<file path="src/rtl/sequencer_pkg.sv">
// Shared constants for the two-LED step sequencer.
// Holds the default step timing and memory depth, the LED pattern width
// and the width of the spare LED bank.
`timescale 1ns/1ps
package sequencer_pkg;
    localparam int DEF_STEP_COUNTS = 6_000_000;  // 0.5 s per step at 12 MHz
    localparam int DEF_NUM_STEPS   = 8;
    localparam int PTN_W           = 2;          // one bit per LED
    localparam int UNUSED_LED_W    = 3;
endpackage

</file>
<file path="src/rtl/sequencer_memory.sv">
// Pattern store: MEM_DEPTH x MEM_WIDTH, one sync write port, one sync read port.
// Latency: r_data is valid one clk after r_addr/r_en; read-during-write returns old data.
// Backpressure: none; both ports accept one access every cycle.
//   clk            : system clock
//   w_en/w_addr/w_data : write port
//   r_en/r_addr/r_data : registered read port
`timescale 1ns/1ps
module sequencer_memory #(
    parameter int  MEM_WIDTH = 2,
    parameter int  MEM_DEPTH = 8,
    localparam int ADDR_W    = (MEM_DEPTH > 1) ? $clog2(MEM_DEPTH) : 1
) (
    input  logic                 clk,
    input  logic                 w_en,
    input  logic [ADDR_W-1:0]    w_addr,
    input  logic [MEM_WIDTH-1:0] w_data,
    input  logic                 r_en,
    input  logic [ADDR_W-1:0]    r_addr,
    output logic [MEM_WIDTH-1:0] r_data
);
    // Power-up contents are zero; reset never touches the array so patterns
    // survive a mid-sequence reset.
    logic [MEM_WIDTH-1:0] r_mem [MEM_DEPTH] = '{default: '0};

    // Read and write share one block so the read samples the pre-write
    // word, which gives old-data semantics on an address collision.
    always_ff @(posedge clk) begin
        if (w_en) begin
            r_mem[w_addr] <= w_data;
        end
        if (r_en) begin
            r_data <= r_mem[r_addr];
        end
    end
endmodule

</file>
<file path="src/rtl/sequencer_top.sv">
// Board top: step timer walks a pattern memory and drives two LEDs; buttons record patterns.
// Latency: led shows mem[step] 1 clk after step changes; button press to write is 3 clk.
// Backpressure: none; buttons are sampled every cycle, one write per set_btn press.
//   clk                         : 12 MHz system clock
//   rst_btn                     : synchronous active-low reset
//   set_btn, ptn_0_btn, ptn_1_btn : active-low push buttons
//   led                         : current step pattern, 1 = on
//   unused_led                  : spare LEDs, held off
`timescale 1ns/1ps
module sequencer_top
    import sequencer_pkg::*;
#(
    parameter int STEP_COUNTS = DEF_STEP_COUNTS,
    parameter int NUM_STEPS   = DEF_NUM_STEPS
) (
    input  logic                    clk,
    input  logic                    rst_btn,
    input  logic                    set_btn,
    input  logic                    ptn_0_btn,
    input  logic                    ptn_1_btn,
    output logic [PTN_W-1:0]        led,
    output logic [UNUSED_LED_W-1:0] unused_led
);
    localparam int CNT_W  = $clog2(STEP_COUNTS);
    localparam int STEP_W = $clog2(NUM_STEPS);
    localparam logic [CNT_W-1:0]  CNT_LAST  = CNT_W'(STEP_COUNTS - 1);
    localparam logic [STEP_W-1:0] STEP_LAST = STEP_W'(NUM_STEPS - 1);

    // Button synchronizers idle high (released); r_set_prev extends the
    // set chain by one stage for falling-edge detection.
    logic             r_set_meta = 1'b1;
    logic             r_set_sync = 1'b1;
    logic             r_set_prev = 1'b1;
    logic [PTN_W-1:0] r_ptn_meta = '1;
    logic [PTN_W-1:0] r_ptn_sync = '1;

    logic [CNT_W-1:0]  r_cycle_cnt = '0;
    logic [STEP_W-1:0] r_step      = '0;
    // The RAM read register has no reset, so led is gated until the first
    // post-reset read of mem[step] has landed.
    logic              r_led_vld   = 1'b0;

    logic              w_step_end;
    logic              w_wr_en;
    logic [PTN_W-1:0]  w_wr_data;
    logic [PTN_W-1:0]  w_rd_data;

    assign w_step_end = (r_cycle_cnt == CNT_LAST);
    assign w_wr_en    = r_set_prev & ~r_set_sync;
    assign w_wr_data  = ~r_ptn_sync;            // buttons are active-low

    always_ff @(posedge clk) begin
        if (!rst_btn) begin
            r_set_meta  <= 1'b1;
            r_set_sync  <= 1'b1;
            r_set_prev  <= 1'b1;
            r_ptn_meta  <= '1;
            r_ptn_sync  <= '1;
            r_cycle_cnt <= '0;
            r_step      <= '0;
            r_led_vld   <= 1'b0;
        end else begin
            r_set_meta  <= set_btn;
            r_set_sync  <= r_set_meta;
            r_set_prev  <= r_set_sync;
            r_ptn_meta  <= {ptn_1_btn, ptn_0_btn};
            r_ptn_sync  <= r_ptn_meta;
            r_led_vld   <= 1'b1;
            if (w_step_end) begin
                r_cycle_cnt <= '0;
                r_step      <= (r_step == STEP_LAST) ? '0 : r_step + STEP_W'(1);
            end else begin
                r_cycle_cnt <= r_cycle_cnt + CNT_W'(1);
            end
        end
    end

    // Write address is the current (pre-advance) step, so a write that
    // coincides with a step boundary lands in the step being left.
    sequencer_memory #(
        .MEM_WIDTH (PTN_W),
        .MEM_DEPTH (NUM_STEPS)
    ) u_mem (
        .clk    (clk),
        .w_en   (w_wr_en),
        .w_addr (r_step),
        .w_data (w_wr_data),
        .r_en   (1'b1),
        .r_addr (r_step),
        .r_data (w_rd_data)
    );

    assign led        = r_led_vld ? w_rd_data : '0;
    assign unused_led = '0;
endmodule

</file>
<file path="config.mk">
export PLATFORM = sky130hd
export DESIGN_NAME = sequencer_top
export DESIGN_NICKNAME = d
export VERILOG_FILES = /design/src/rtl/sequencer_pkg.sv /design/src/rtl/sequencer_memory.sv /design/src/rtl/sequencer_top.sv
export SDC_FILE = /design/constraint.sdc
export NUM_CORES = 1
export LEC_CHECK = 0
export ABC_AREA = 1
export CAP_MARGIN = 20
export CORE_MARGIN = 5
export CORE_UTILIZATION = 55
export DETAILED_ROUTE_END_ITERATION = 6
export PLACE_DENSITY = 0.77
export RECOVER_POWER = 25
export SYNTH_ARGS = -nofsm -noshare
export SYNTH_HDL_FRONTEND = slang
export SYNTH_SLANG_ARGS = --single-unit
</file>
<file path="constraint.sdc">
create_clock -name clk -period 1.8 [get_ports clk]
set_input_delay 0.18 -clock clk [delete_from_list [all_inputs] [get_ports clk]]
set_output_delay 0.18 -clock clk [all_outputs]
set_load 0.1 [all_outputs]
</file>
## Word level (Yosys, flattened, before mapping)

Memory sizes are Yosys's and may differ from the RTL's. A register that Yosys moved wholly into a read port is not among the register bits.
Index checks and enable logic that the tools add are counted.

- Flip-flop bits (word level): 34
- Bits of input ports: 5
- Memories: 1
- Logic and storage cells: 23
- Memory bits (writable): 16
- Output and inout bits: 5

Memories:

| memory | depth | width | read ports | clocked after memory_dff | wr ports | line | text |
|---|---|---|---|---|---|---|---|
| u_mem.r_mem | 8 | 2 | 1 | 1 | 1 | sequencer_memory.sv:23 | `logic [MEM_WIDTH-1:0] r_mem [MEM_DEPTH] = '{default: '0};` |

- Bitwise logic cells: 4
- Reduce and logical (&&, ||, !) cells: 1
- Multiplexer cells: 5
- $add $sub $neg: 2
- Eq/ne operators: 2

Operators with widths:

| cell | number |
|---|---|
| $add 23x1->23 const B | 1 |
| $eq 23x23->1 const B | 1 |
| $add 3x1->3 const B | 1 |
| $eq 3x3->1 const B | 1 |
| $mux 1 | 3 |
| $mux 3 | 1 |
| $mux 2 | 1 |
| $not 1->1 | 2 |
| $not 2->2 | 1 |
| $reduce_or 2->1 | 1 |
| $and 1x1->1 | 1 |

## Depth between registers and ports, before layout

Gate-level depths: netlist (run 1).

- Depth in word-level cells: 4
- Gate-level depth with buffers: 8
- Depth with buffers taken out: 8

## Cells and area by module

From an unflattened synthesis (run 1), not the netlist that was laid out.

- Cells, all modules: 328
- Area total of the unflattened synthesis: 2471.1 um^2

By module, submodules not included:

| module | area an instance (um^2) | cells each | times used |
|---|---|---|---|
| sequencer_top | 1644.1 | 239 | 1 |
| sequencer_memory | 827.0 | 89 | 1 |

## Least setup slack after synthesis (run 1)

OpenSTA, ideal clock, no wires.

- Path kind: reg-to-reg
- Start: reg r_step[1]
- End: mem u_mem.r_mem[2][0] (enable)
- Period minus slack after synthesis: 1.359 ns
- Setup slack: 0.441 ns
- Path buffers: 1
- Data arrival time: 1.010 ns
- Required time: 1.451 ns
- Stages on the path, launching flop included: 4
- Cells stage by stage: dfxtp_1 -> buf_2 -> clkinv_1 -> nor4_1

RTL lines:

| item | line | text |
|---|---|---|
| start, declared | sequencer_top.sv:38 | `logic [STEP_W-1:0] r_step = '0;` |
| start signal, assigned | sequencer_top.sv:71 | `r_step <= (r_step == STEP_LAST) ? '0 : r_step + STEP_W'(1);` |
| end, declared | sequencer_memory.sv:23 |  |

No word-level cell before the write port.

## Final worst setup path (run 1)

- Start: reg r_step[1]
- End: mem u_mem.r_mem[2][1] (enable)

No word-level cell before the write port.

==> impl_metrics.tcl, run 1 <==
set metrics [dict create \
    nFillCells 411 \
    grt_pass1_vias 1778 \
    seqPwrFrac_pct 57.7 \
    critPathRequiredTime_ns 1.76 \
    r2r_start "r_step[1]" \
    worst_slew_pin_slew_ns 0.492 \
    use_met3_pct 3.90 \
    vias_per_cell 5.02 \
    hold_viol 0 \
    fin_cells 371 \
    drive_gt1_share_pct 9.09 \
    die-width_um 76.3 \
    area_growth_pct 8.18 \
    ff_latch_area_um2 1200 \
    maxCapViolations 0 \
    finalCritPeriodShare_pct 89.6 \
    cts_setup_buffers 0 \
    hold_slack_ns 0.402 \
    status "completed" \
    rrSetupSlack_ns 0.19 \
    routed_wl_um 4260 \
    grt-ovfl-total 0 \
    whs_endpoint "r_ptn_meta[1]" \
    cpMaxStageDelayCell "dfxtp_1" \
    die_area_um2 5820 \
    peakVddDrop_mv 0.610 \
    antenna_found_initial 0 \
    grtUsageMet1_pct 20.0 \
    fin_nets 326 \
    startpoint_type "flop" \
    first_iter_violations 161 \
    vias 1861 \
    skew_ns 0.00779 \
    diodes 0 \
    sw_frac_of_total_pct 21.7 \
    path_cells "clkinv_1 > nor4_1" \
    grt_start_max_net_pins 20 \
    hold_depth 3 \
    pwr-share-clk_pct 37.3 \
    portBuffers 6 \
    root_buffer "clkbuf_8" \
    place_inst 363 \
    p_int_mw 1.67 \
    rsz0062_at_grt "no" \
    ant_nets 0 \
    cp-end-kind "flop" \
    clk-insertion-delay-late_ns 0.30 \
    pre_cts_slack_ns 0.235 \
    power.switching_uw 461 \
    max_stage_delay_ns 0.51 \
    setup-tns-final_ns 0 \
    top_usage_layer "met2" \
    arrival_ns 1.58 \
    hold_class "input pin to flop" \
    drv_slew 0 \
    cts_tree "yes" \
    max_freq_ghz 0.620 \
    critPathKind "flop to flop" \
    finish.instance_area_um2 2620 \
    clk_path_buf_depth 2 \
    clock-sinks 52 \
    core_um2 4290 \
    ys_seq_area_share_pct 49.7 \
    dr.pass1.iters 4 \
    start_util_pct 56.3 \
    post-route-min-period_ns 1.61 \
    final_cell_mix "83 x nand2_1, 46 x nor2_1, 36 x inv_1, 36 x dfxtp_1, 20 x nand3_1" \
    syn_area_um2 2420 \
    power_frac_comb_pct 5.0 \
    min-delay-start "ptn_1_btn" \
    syn_inst 310 \
    rr_worst_depth 2 \
    use_met2_pct 26.3 \
    wl_per_cell_um 11.5 \
    final_common_cell "nand2_1" \
    rows 24 \
    cts_resized 0 \
    setup_ws_ns 0.187 \
    path_max_fanout 10 \
    setup_viol 0 \
    grtUsageTotal_pct 15.9 \
    dp_hpwl_um 3200 \
    synth_area_per_cell_um2 7.80 \
    yosysUniqueCellTypes 26 \
    r2r-end "u_mem.r_mem[2][1]" \
    drc_errors 0 \
    clk_pin_slew_ns 0.09 \
    gp_congestion 0.833 \
    boundaryPins 10 \
    cts_hold_buf 0 \
    p_per_area_nw_per_um2 814 \
    p_leak_nw 1.07 \
    htree_levels 2 \
    fp.dieH_um 76.3 \
    yosys_warnings 0 \
    max_slew_margin_pct 66.9 \
    cts_made_buffers 5 \
    grt_pass1_wl_um 7560 \
    multi_input_area_um2 1020 \
    place_area_um2 2500 \
    ys_ff_latch 52 \
]
-- how the worst max path moves through the flow --
| stage | start | endpoint | slack (ns) | cells past startpoint |
|---|---|---|---|---|
| 3_5_place_dp | r_step[1] | u_mem.r_mem[2][1] | 0.23 | 2 |
| 4_1_cts | r_step[1] | u_mem.r_mem[2][0] | 0.22 | 2 |
| 3_3_place_gp | r_step[1] | u_mem.r_mem[6][0] | 0.29 | 2 |
| 5_1_grt | r_step[1] | u_mem.r_mem[6][0] | 0.03 | 2 |
| 6_report | r_step[1] | u_mem.r_mem[2][1] | 0.19 | 2 |
| 2_1_floorplan | r_step[1] | u_mem.r_mem[2][0] | 0.44 | 3 |
-- cells by family (layout without fill, tap and decap cells) --
kind of cell,after synthesis,count (layout),share of synthesized area (%)
AOI/OAI and AO/OA,22,22,4.66
xor gates and xnor gates,9,9,3.26
adders and majority gates,3,3,1.55
buffers and inverters,49,56,8.54
DFF,52,52,49.7
other,1,3,0.155
and+or+nand+nor,174,174,32.1
-- critical path: cells and delay by family, from the launching register on --
family,cells,cell delay [ns]
buffers and inverters,1,0.29
AND/OR/NAND/NOR,1,0.47
flip-flops,1,0.51
-- Yosys cell counts --
master,count,area share (%)
nor2_1,46,7.1
nand2_4,1,0.47
xnor2_1,5,1.8
o21ai_0,4,0.83
or2_0,2,0.52
buf_6,1,0.47
nand2_2,3,0.78
inv_1,36,5.6
nor2_4,4,1.9
inv_2,3,0.47
o21bai_1,1,0.31
ha_1,3,1.6
a21oi_1,17,3.5
xor2_1,4,1.4
buf_4,3,0.93
edfxtp_1,16,20
clkinv_1,1,0.16
nand3_4,1,0.72
nand3_1,20,4.1
clkbuf_1,2,0.31
dfxtp_1,36,30
nor4_1,8,2.1
nand2_1,83,13
buf_2,3,0.62
nor2_2,6,1.6
conb_1,1,0.16
-- registers in the layout, indices dropped and copies added, names as in the netlist --
signal        count
r_led_vld         1
u_mem.r_mem      16
r_set_sync        1
r_ptn_sync        2
r_set_meta        1
r_step            3
u_mem.r_data      2
r_cycle_cnt      23
r_ptn_meta        2
r_set_prev        1
-- cell type report --
class | count | share of cell area [%]
clock buffers | 6 | 2.78
clock inverters | 2 | 1.48
inverters | 40 | 5.74
multi-input cells | 211 | 38.9
flip-flops and latches | 52 | 45.9
well taps | 52 | 2.49
repair buffers | 8 | 2.68
-- through the flow --
step | total power, mW | utilization, %
floorplan | 1.34 | -
global placement | 1.36 | 58.3
detailed placement | 1.36 | 58.3
CTS | 2.15 | 60.9
global route | 2.21 | 60.9
finish | 2.13 | 60.9
-- layer usage --
| layer | up-vias | part of all wire (%) |
|---|---|---|
| met5 | - | 0 |
| met1 | 840 | 48 |
| met2 | 34 | 46 |
| met3 | 5 | 4.8 |
| li1 | 982 | - |
| met4 | 0 | 1.6 |
-- power groups by stage --
stage          combinational [mW]  clock, mW  sequential (mW)
5_1_grt                     0.118      0.866             1.23
2_1_floorplan              0.0911          0             1.25
6_report                    0.106      0.793             1.23
4_1_cts                     0.108      0.813             1.23
3_5_place_dp                0.108          0             1.26
3_3_place_gp                0.105          0             1.25
Note: power is estimated with default switching activity, not from simulation.
==> run 2: changes to the inputs <==
Settings changed: CTS_CLUSTER_DIAMETER set to 60.
Clock period 1.8 ns to 1.79 ns, I/O delays scaled along.
==> results of run 2 <==
The final DEF is identical to that of run 1. Status: completed.
Main changes from that run: setup slack after placement 0.235 ns -> 0.225 ns; setup slack after layout 0.187 ns -> 0.177 ns; hold slack 0.402 ns -> 0.401 ns; register-to-register setup slack 0.19 ns -> 0.18 ns; total power 2.13 mW -> 2.14 mW; worst IR drop on VDD 0.610 mV -> 0.614 mV
